[src/rtl/mem_access_unit.sv]
// MEM-stage load/store engine: one req/ack bus access per load/store, returns aligned/extended load data.
// Latency: an access occupies MEM for at least 3 cycles (IDLE, BUSY, DONE); non-accesses pass with no stall.
// Backpressure: stall_MEM freezes upstream until DONE; DONE holds Datai until adv. Option: MISALIGN_TRAP_EN.
module mem_access_unit #(
    parameter int unsigned TIMEOUT = 255
) (
    input  logic        clk,
    input  logic        rst,
    input  logic [31:0] ALUO_MEM,
    input  logic [31:0] rs2_MEM,
    input  logic        MemRead_MEM,
    input  logic        MemWrite_MEM,
    input  logic [2:0]  funct3_MEM,
    input  logic        adv,
    output logic        mem_req,
    output logic        mem_we,
    output logic [31:0] mem_addr,
    output logic [31:0] mem_wdata,
    output logic [3:0]  mem_wstrb,
    input  logic        mem_ack,
    input  logic [31:0] mem_rdata,
    output logic [31:0] Datai,
    output logic        stall_MEM,
`ifdef MISALIGN_TRAP_EN
    output logic        misalign_MEM,
`endif
    output logic        bus_err_MEM
);

    typedef enum logic [1:0] {IDLE, BUSY, DONE} state_t;

    state_t      state;
    logic [15:0] cnt;
    logic [2:0]  ld_f3;
    logic [1:0]  ld_off;
    logic        acc;
    logic [1:0]  a;
    logic        is_byte;
    logic        is_half;
    logic [3:0]  nxt_strb;
    logic [31:0] nxt_wdata;
    logic [7:0]  ld_b;
    logic [15:0] ld_h;
    logic [31:0] ld_ext;

    assign acc       = MemRead_MEM | MemWrite_MEM;
    assign a         = ALUO_MEM[1:0];
    // Result is ready only once the FSM sits in DONE; non-accesses never stall
    assign stall_MEM = acc && (state != DONE);

    // Size decode and byte-lane steering for the instruction currently in MEM
    always_comb begin
        is_byte   = (funct3_MEM == 3'b000) || (funct3_MEM == 3'b100);
        is_half   = (funct3_MEM == 3'b001) || (funct3_MEM == 3'b101);
        nxt_strb  = 4'b1111;
        nxt_wdata = rs2_MEM;
        if (is_byte) begin
            nxt_strb  = 4'b0001 << a;
            nxt_wdata = {4{rs2_MEM[7:0]}};
        end else if (is_half) begin
            nxt_strb  = 4'b0011 << {a[1], 1'b0};
            nxt_wdata = {2{rs2_MEM[15:0]}};
        end
    end

`ifdef MISALIGN_TRAP_EN
    logic misaligned;
    // Halves must be 2-byte aligned, words 4-byte aligned; bytes are always fine
    assign misaligned = (is_half && a[0]) || (!is_byte && !is_half && (a != 2'b00));
`endif

    // Pick the addressed byte/half out of the returned word using the latched lane, then extend
    always_comb begin
        case (ld_off)
            2'd1:    ld_b = mem_rdata[15:8];
            2'd2:    ld_b = mem_rdata[23:16];
            2'd3:    ld_b = mem_rdata[31:24];
            default: ld_b = mem_rdata[7:0];
        endcase
        ld_h = ld_off[1] ? mem_rdata[31:16] : mem_rdata[15:0];
        case (ld_f3)
            3'b000:  ld_ext = {{24{ld_b[7]}}, ld_b};
            3'b100:  ld_ext = {24'h0, ld_b};
            3'b001:  ld_ext = {{16{ld_h[15]}}, ld_h};
            3'b101:  ld_ext = {16'h0, ld_h};
            default: ld_ext = mem_rdata;
        endcase
    end

    // Access FSM: issue request, wait for ack or timeout, hold result until downstream advances
    always_ff @(posedge clk) begin
        if (rst) begin
            state       <= IDLE;
            mem_req     <= 1'b0;
            mem_we      <= 1'b0;
            mem_addr    <= 32'h0;
            mem_wdata   <= 32'h0;
            mem_wstrb   <= 4'h0;
            Datai       <= 32'h0;
            bus_err_MEM <= 1'b0;
            cnt         <= 16'h0;
            ld_f3       <= 3'b000;
            ld_off      <= 2'b00;
`ifdef MISALIGN_TRAP_EN
            misalign_MEM <= 1'b0;
`endif
        end else begin
            case (state)
                IDLE: begin
                    if (acc) begin
`ifdef MISALIGN_TRAP_EN
                        if (misaligned) begin
                            // Trap without touching the bus
                            state        <= DONE;
                            Datai        <= 32'h0;
                            misalign_MEM <= 1'b1;
                        end else begin
`else
                        begin
`endif
                            state     <= BUSY;
                            mem_req   <= 1'b1;
                            mem_we    <= MemWrite_MEM;
                            mem_addr  <= {ALUO_MEM[31:2], 2'b00};
                            mem_wdata <= nxt_wdata;
                            mem_wstrb <= nxt_strb;
                            cnt       <= 16'h0;
                            ld_f3     <= funct3_MEM;
                            ld_off    <= a;
                        end
                    end
                end
                BUSY: begin
                    // An ack in the final allowed cycle still completes the access normally
                    if (mem_ack) begin
                        mem_req <= 1'b0;
                        Datai   <= mem_we ? 32'h0 : ld_ext;
                        state   <= DONE;
                    end else if (cnt == 16'(TIMEOUT - 1)) begin
                        mem_req     <= 1'b0;
                        Datai       <= 32'h0;
                        bus_err_MEM <= 1'b1;
                        state       <= DONE;
                    end else begin
                        cnt <= cnt + 16'h1;
                    end
                end
                DONE: begin
                    if (adv) begin
                        state       <= IDLE;
                        bus_err_MEM <= 1'b0;
`ifdef MISALIGN_TRAP_EN
                        misalign_MEM <= 1'b0;
`endif
                    end
                end
                default: state <= IDLE;
            endcase
        end
    end

endmodule

[config.mk]
export PLATFORM = sky130hd
export DESIGN_NAME = mem_access_unit
export DESIGN_NICKNAME = d
export VERILOG_FILES = /design/src/rtl/mem_access_unit.sv
export SDC_FILE = /design/constraint.sdc
export NUM_CORES = 1
export LEC_CHECK = 0
export ABC_AREA = 1
export BUFFER_PORTS_ARGS = -buffer_cell sky130_fd_sc_hd__buf_2
export CORE_MARGIN = 1
export CORE_UTILIZATION = 40
export DETAILED_ROUTE_END_ITERATION = 10
export PLACE_DENSITY = 0.67
export SYNTH_ARGS = -nofsm -noshare
export SYNTH_HDL_FRONTEND = slang
export SYNTH_SLANG_ARGS = --single-unit
[constraint.sdc]
create_clock -name clk -period 1.9 [get_ports clk]
set_input_delay 0.19 -clock clk [delete_from_list [all_inputs] [get_ports clk]]
set_output_delay 0.19 -clock clk [all_outputs]
set_load 0.05 [all_outputs]
==> results.cfg, run 1 <==
[setup_path]
rrSetupSlack_ns = 0.21
cp_data_arrival_time_ns = 1.98
r2r_start = cnt[0]
cp-start-kind = register
endpoint_kind = register
timing.rr.end = Datai[30]
crit_fanout = 23
r2r_cells = 10
critical_path_class = reg2reg
crit_required_ns = 2.19

[drt]
ant_nets = 0
viasPerCell = 5.01
vias = 5975
wl_um = 17000
avgRoutedWirePerCell_um = 14.3
dr.pass1.iters = 5
drc = 0
drt-initial-drc-count = 401

[clocking]
cts_tree = yes
cts_inserted_buffers = 17
cts_sinks = 124
cts_hold_buffers = 0
h-tree-depth = 4
root_buffer = clkbuf_16
post-cts-setup-buffers = 0
cts_max_path_buffers = 2
insertion_delay_ns = 0.42
ctsResizeCount = 0
clkSlewWorstSetupHoldPaths_ns = 0.06

[sta]
fin_tns_setup_ns = 0
worst_pin_slew_ns = 0.711
rsz0062_at_grt = false
setup_viol = 0
slew_headroom = 0.526
skew_ns = 0.00622
fin_ws_ns = 0.211
fin_crit_sh = 0.889
hold_slack_ns = 0.0196
drv_slew = 0
finalHoldViolations = 0
period_minus_slack_ns = 1.69
max_freq_ghz = 0.592

[logic_synthesis]
yosysSeqAreaShare = 0.442
avgSynthCellArea_um2 = 6.95
synth-async-reset-ratio = 0
synth_edf_count = 0
synth_ff_type = dfxtp_1
ys_warn_count = 0
netlist_instances = 808
synth_area_um2 = 5620
synthDistinctLibCells = 35
ys_ff_latch = 124

[status]
status = completed

[floorplan]
die_area_um2 = 14500
core_area_um2 = 13500
start_util = 0.418
die_width_um = 121
row_count = 42
die_h_um = 121
io_pins = 209

[worst_hold_path]
min_from = ALUO_MEM[23]
holdPathStages = 3
hold_end = mem_addr[23]
hp-class = in2reg

[power_and_ir_drop]
p_per_area_nw_per_um2 = 1210
comb_power_share = 0.294
clock_power_share = 0.366
p_int_uw = 5660
swShare = 0.370
power_frac_seq = 0.340
peakVddDrop_mv = 0.784
p_sw_uw = 3320
p_leak_uw = 0.00347

[final_layout]
multi_input_area_um2 = 2710
num-fill-cells = 1373
final_core_util = 0.550
syn_to_final_growth_pct = 31.7
final_cell_mix = 206 x buf_2, 176 x nand2_1, 127 x nor2_1
fin_area_um2 = 7400
nets = 1109
final_common_cell = buf_2
layout-drive-gt1-share = 0.270
ff_latch_area_um2 = 2480

[global_routing]
gr-total-overflow = 0
grt_pass1_wl_um = 27200
grt_max_degree = 66
grt_pass1_vias = 5536
antenna_found_initial = 2
gr-usage-all-layers = 0.238

[placement]
placed_area_um2 = 6790
dp_hpwl_um = 12000
preCtsSetupSlack_ns = 0.213
place_congestion = 0.869
portBuffers = 206

[flow_run]
cap_violations = 0
critical path, stage by stage (launching register included):
cell and delay [ns]:
dfxtp_1 0.34, inv_1 0.09, ha_1 0.14, nand3_1 0.07
nor2_1 0.19, nand2_1 0.09, nand2_2 0.11, nand2_2 0.17
buf_12 0.22, nand2_1 0.07, a21oi_1 0.06
power by group through the flow:
stage / sequential (uW) / combinational [uW] / clock (uW)
CTS: 3060 / 2650 / 3330
floorplan: 4040 / 1020 / 0
finish: 3060 / 2640 / 3290
global route: 3090 / 2850 / 3450
global placement: 3100 / 2640 / 0
detailed placement: 3110 / 2640 / 0
cell usage after synthesis (all sizes together), types with 5 or more instances:
| cell | number | area [um2] |
|---|---|---|
| nand2 | 182 | 703 |
| a31oi | 13 | 81.3 |
| o22ai | 5 | 31.3 |
| inv | 55 | 206 |
| dfxtp | 124 | 2480 |
| a21oi | 81 | 413 |
| nand3 | 38 | 205 |
| buf | 20 | 133 |
| clkbuf | 25 | 93.8 |
| nor2 | 134 | 537 |
| o21ai | 99 | 499 |
| o211ai | 8 | 60.1 |
through the flow:
step	power, uW	instances
global placement	5740	1159
detailed placement	5750	1159
floorplan	5060	809
global route	9390	1193
CTS	9040	1191
finish	8990	1193
layer usage:
layer / routed length (um) / vias to the layer above / global-route usage
met1: 7560 / 2709 / 0.306
li1: - / 3041 / -
met2: 7840 / 201 / 0.368
met5: 0 / - / 0
met4: 343 / 0 / 0.0918
met3: 1300 / 24 / 0.0788
worst max-delay path by stage:
stage,from,endpoint,slack (ns),cells after the start
3_3_place_gp,cnt[1],cnt[14],0.22,8
5_1_grt,cnt[0],Datai[25],0.01,10
3_5_place_dp,cnt[1],cnt[14],0.21,9
4_1_cts,cnt[1],cnt[14],0.19,9
2_1_floorplan,cnt[1],cnt[14],0.49,8
6_report,cnt[0],Datai[30],0.21,10
logic make-up after synthesis:
group,synth area share
other cells,0.000668
compound gates,0.207
fa+ha+maj,0.00445
buf+inv,0.0777
flops,0.442
xor+xnor,0.00156
simple gates,0.266
flip-flops by register name, indices dropped and copies added (netlist names), 2 cells and up:
name / count
Datai: 32
mem_wdata: 32
mem_addr: 30
cnt: 16
mem_wstrb: 4
ld_f3: 3
ld_off: 2
state: 2
layout make-up:
type | instances | share of cell area
diodes | 2 | 0.000676
clock buffers | 21 | 0.0622
clock inverters | 11 | 0.0193
inverters | 56 | 0.0284
multi-input cells | 584 | 0.367
flip-flops and latches | 124 | 0.335
well taps | 176 | 0.0298
repair buffers | 219 | 0.158
(Power assumes the default switching activity.)
==> inputs of run 2 (changes only) <==
--- a/config.mk
+++ b/config.mk
@@ -6,11 +6,10 @@
 export NUM_CORES = 1
 export LEC_CHECK = 0
 export ABC_AREA = 1
-export BUFFER_PORTS_ARGS = -buffer_cell sky130_fd_sc_hd__buf_2
 export CORE_MARGIN = 1
 export CORE_UTILIZATION = 40
 export DETAILED_ROUTE_END_ITERATION = 10
-export PLACE_DENSITY = 0.67
+export DONT_BUFFER_PORTS = 1
 export SYNTH_ARGS = -nofsm -noshare
 export SYNTH_HDL_FRONTEND = slang
 export SYNTH_SLANG_ARGS = --single-unit
==> run 2 against run 1 <==
Net effect: sequential power up 32%; clock skew up 0.0041 ns; critical endpoint is now mem_wdata[23]; final area down 4.6%; largest power group is now sequential cells; sequential share of layout area up 1.6 points; via count down 5.0%; power down 5.6%; critical path depth down 3; worst hold slack worse by 0.013 ns; clock power down 9.4%.
==> results.cfg, run 2 (synthesis gave the netlist of run 1 again) <==
[final_layout]
nets = 977
layout-drive-gt1-share = 0.0849
antennaDiodeCount = 0
final_common_cell = nand2_1
final_core_util = 0.525
final_cell_mix = 176 x nand2_1, 127 x nor2_1, 124 x dfxtp_1
largest_registers = Datai: 32 flops, mem_wdata: 32 flops, mem_addr: 30 flops
syn_to_final_growth_pct = 25.7
instances_no_fill = 1059

[placement]
dp_hpwl_um = 11400
place_congestion = 0.937
place_inst = 958
portBuffers = 0

[floorplan]
start_util = 0.418
core_area_um2 = 13500
row_count = 42
io_pins = 209
die_h_um = 121
die_area_um2 = 14500
die_width_um = 121

[setup_path]
cpLargestDelayFamily = buffers and inverters
crit_required_ns = 2.24
crit_buf_inv = 2
max_stage_delay_ns = 0.39
cp_cell_sequence = nor2_1 > o21ai_4 > inv_2 > nor2_2 > buf_4 > nand2_1 > o21ai_0
cp_data_arrival_time_ns = 2.03
cp-start-kind = register
endpoint_kind = register
slowest_stage = dfxtp_1
critical_path_class = reg2reg
crit_fanout = 26

[global_routing]
gr-total-overflow = 0
grt_pass1_wl_um = 26900
grt_pass1_vias = 5465
antenna_found_initial = 0
grt_max_degree = 72
gr-usage-all-layers = 0.235

[clocking]
post-cts-setup-buffers = 0
cts_inserted_buffers = 17
cts_max_path_buffers = 2
h-tree-depth = 4
cts_sinks = 124
cts_tree = yes
clkSlewWorstSetupHoldPaths_ns = 0.06
insertion_delay_ns = 0.41
root_buffer = clkbuf_16

[drt]
drt-initial-drc-count = 457
wl_um = 16900
dr.pass1.iters = 5
ant_nets = 0
drc = 0
avgRoutedWirePerCell_um = 16.0
vias = 5678
viasPerCell = 5.36

[flow_run]
cap_violations = 0

[worst_hold_path]
hp-class = in2reg

[sta]
setup_viol = 0
max_freq_ghz = 0.591
worst_pin_slew_ns = 0.600
fin_crit_sh = 0.891
slew_headroom = 0.599
fin_tns_setup_ns = 0
drv_slew = 0
hold_slack_ns = 0.00634
rsz0062_at_grt = false
finalHoldViolations = 0
period_minus_slack_ns = 1.69
skew_ns = 0.0103

[power_and_ir_drop]
power.total_uw = 8480
p_leak_uw = 0.00285
peakVddDrop_mv = 0.780
p_per_area_nw_per_um2 = 1200

[status]
status = completed
[run 2: cell count changes in the layout (fill, tap and decap cells not counted), moves of 2 or more]
cell	previous run	this run
dlygate4sd3_1	0	68
clkbuf_8	2	4
diode_2	2	0
clkinv_2	3	5
bufinv_16	3	0
buf_4	10	14
clkinvlp_4	5	3
buf_2	206	0
[run 2: layout make-up]
type,instances,area [um2]
clock inverter,10,65.1
clock buffer,22,484
multi-input combinational,584,2720
inverter,56,210
tap,176,220
sequential,124,2480
timing repair buffer,87,877
fill,1287,6390
[run 2: repair_timing]
item	4_1_cts	5_1_grt
hold buffers	68	1
setup endpoints to repair	0	8
endpoints found under the hold margin	103	1
resized for setup	0	3
[run 2: through the flow]
step           worst slack (ns)  area [um2]
6_report                  0.207        7060
5_1_grt                 0.00672        7060
4_1_cts                   0.154        7040
3_5_place_dp              0.173        5800
3_3_place_gp              0.239        5800
2_1_floorplan             0.490        5620
[run 2: where the power goes]
| part | internal, uW | switching [uW] |
|---|---|---|
| clock | 1800 | 1180 |
| sequential | 2900 | 1130 |
| combinational | 512 | 953 |
[run 2: worst register-to-register path: cells and delay by family, from the launching register on]
| family | cells | cell delay [ns] |
|---|---|---|
| buffers and inverters | 2 | 0.54 |
| and+or+nand+nor | 3 | 0.38 |
| DFF | 1 | 0.39 |
| AOI/OAI and AO/OA | 2 | 0.33 |
[run 2: worst paths after layout]
| check | startpoint | to | slack (ns) | depth (start not counted) |
|---|---|---|---|---|
| setup / recovery | state[0] | mem_wdata[23] | 0.21 | 7 |
| hold / removal | ALUO_MEM[14] | mem_addr[14] | 0.006 | 2 |
| setup reg to reg | state[0] | mem_wdata[23] | 0.21 | 7 |
| hold reg to reg | mem_wstrb[3] | mem_wstrb[3] | 0.50 | 2 |
[run 2: layer usage]
metal	wire length (um)	share of wire	GRT usage
met4	294	0.017	0.0934
met3	1530	0.091	0.0802
met5	0	0	0
met1	6900	0.41	0.272
met2	8180	0.48	0.398
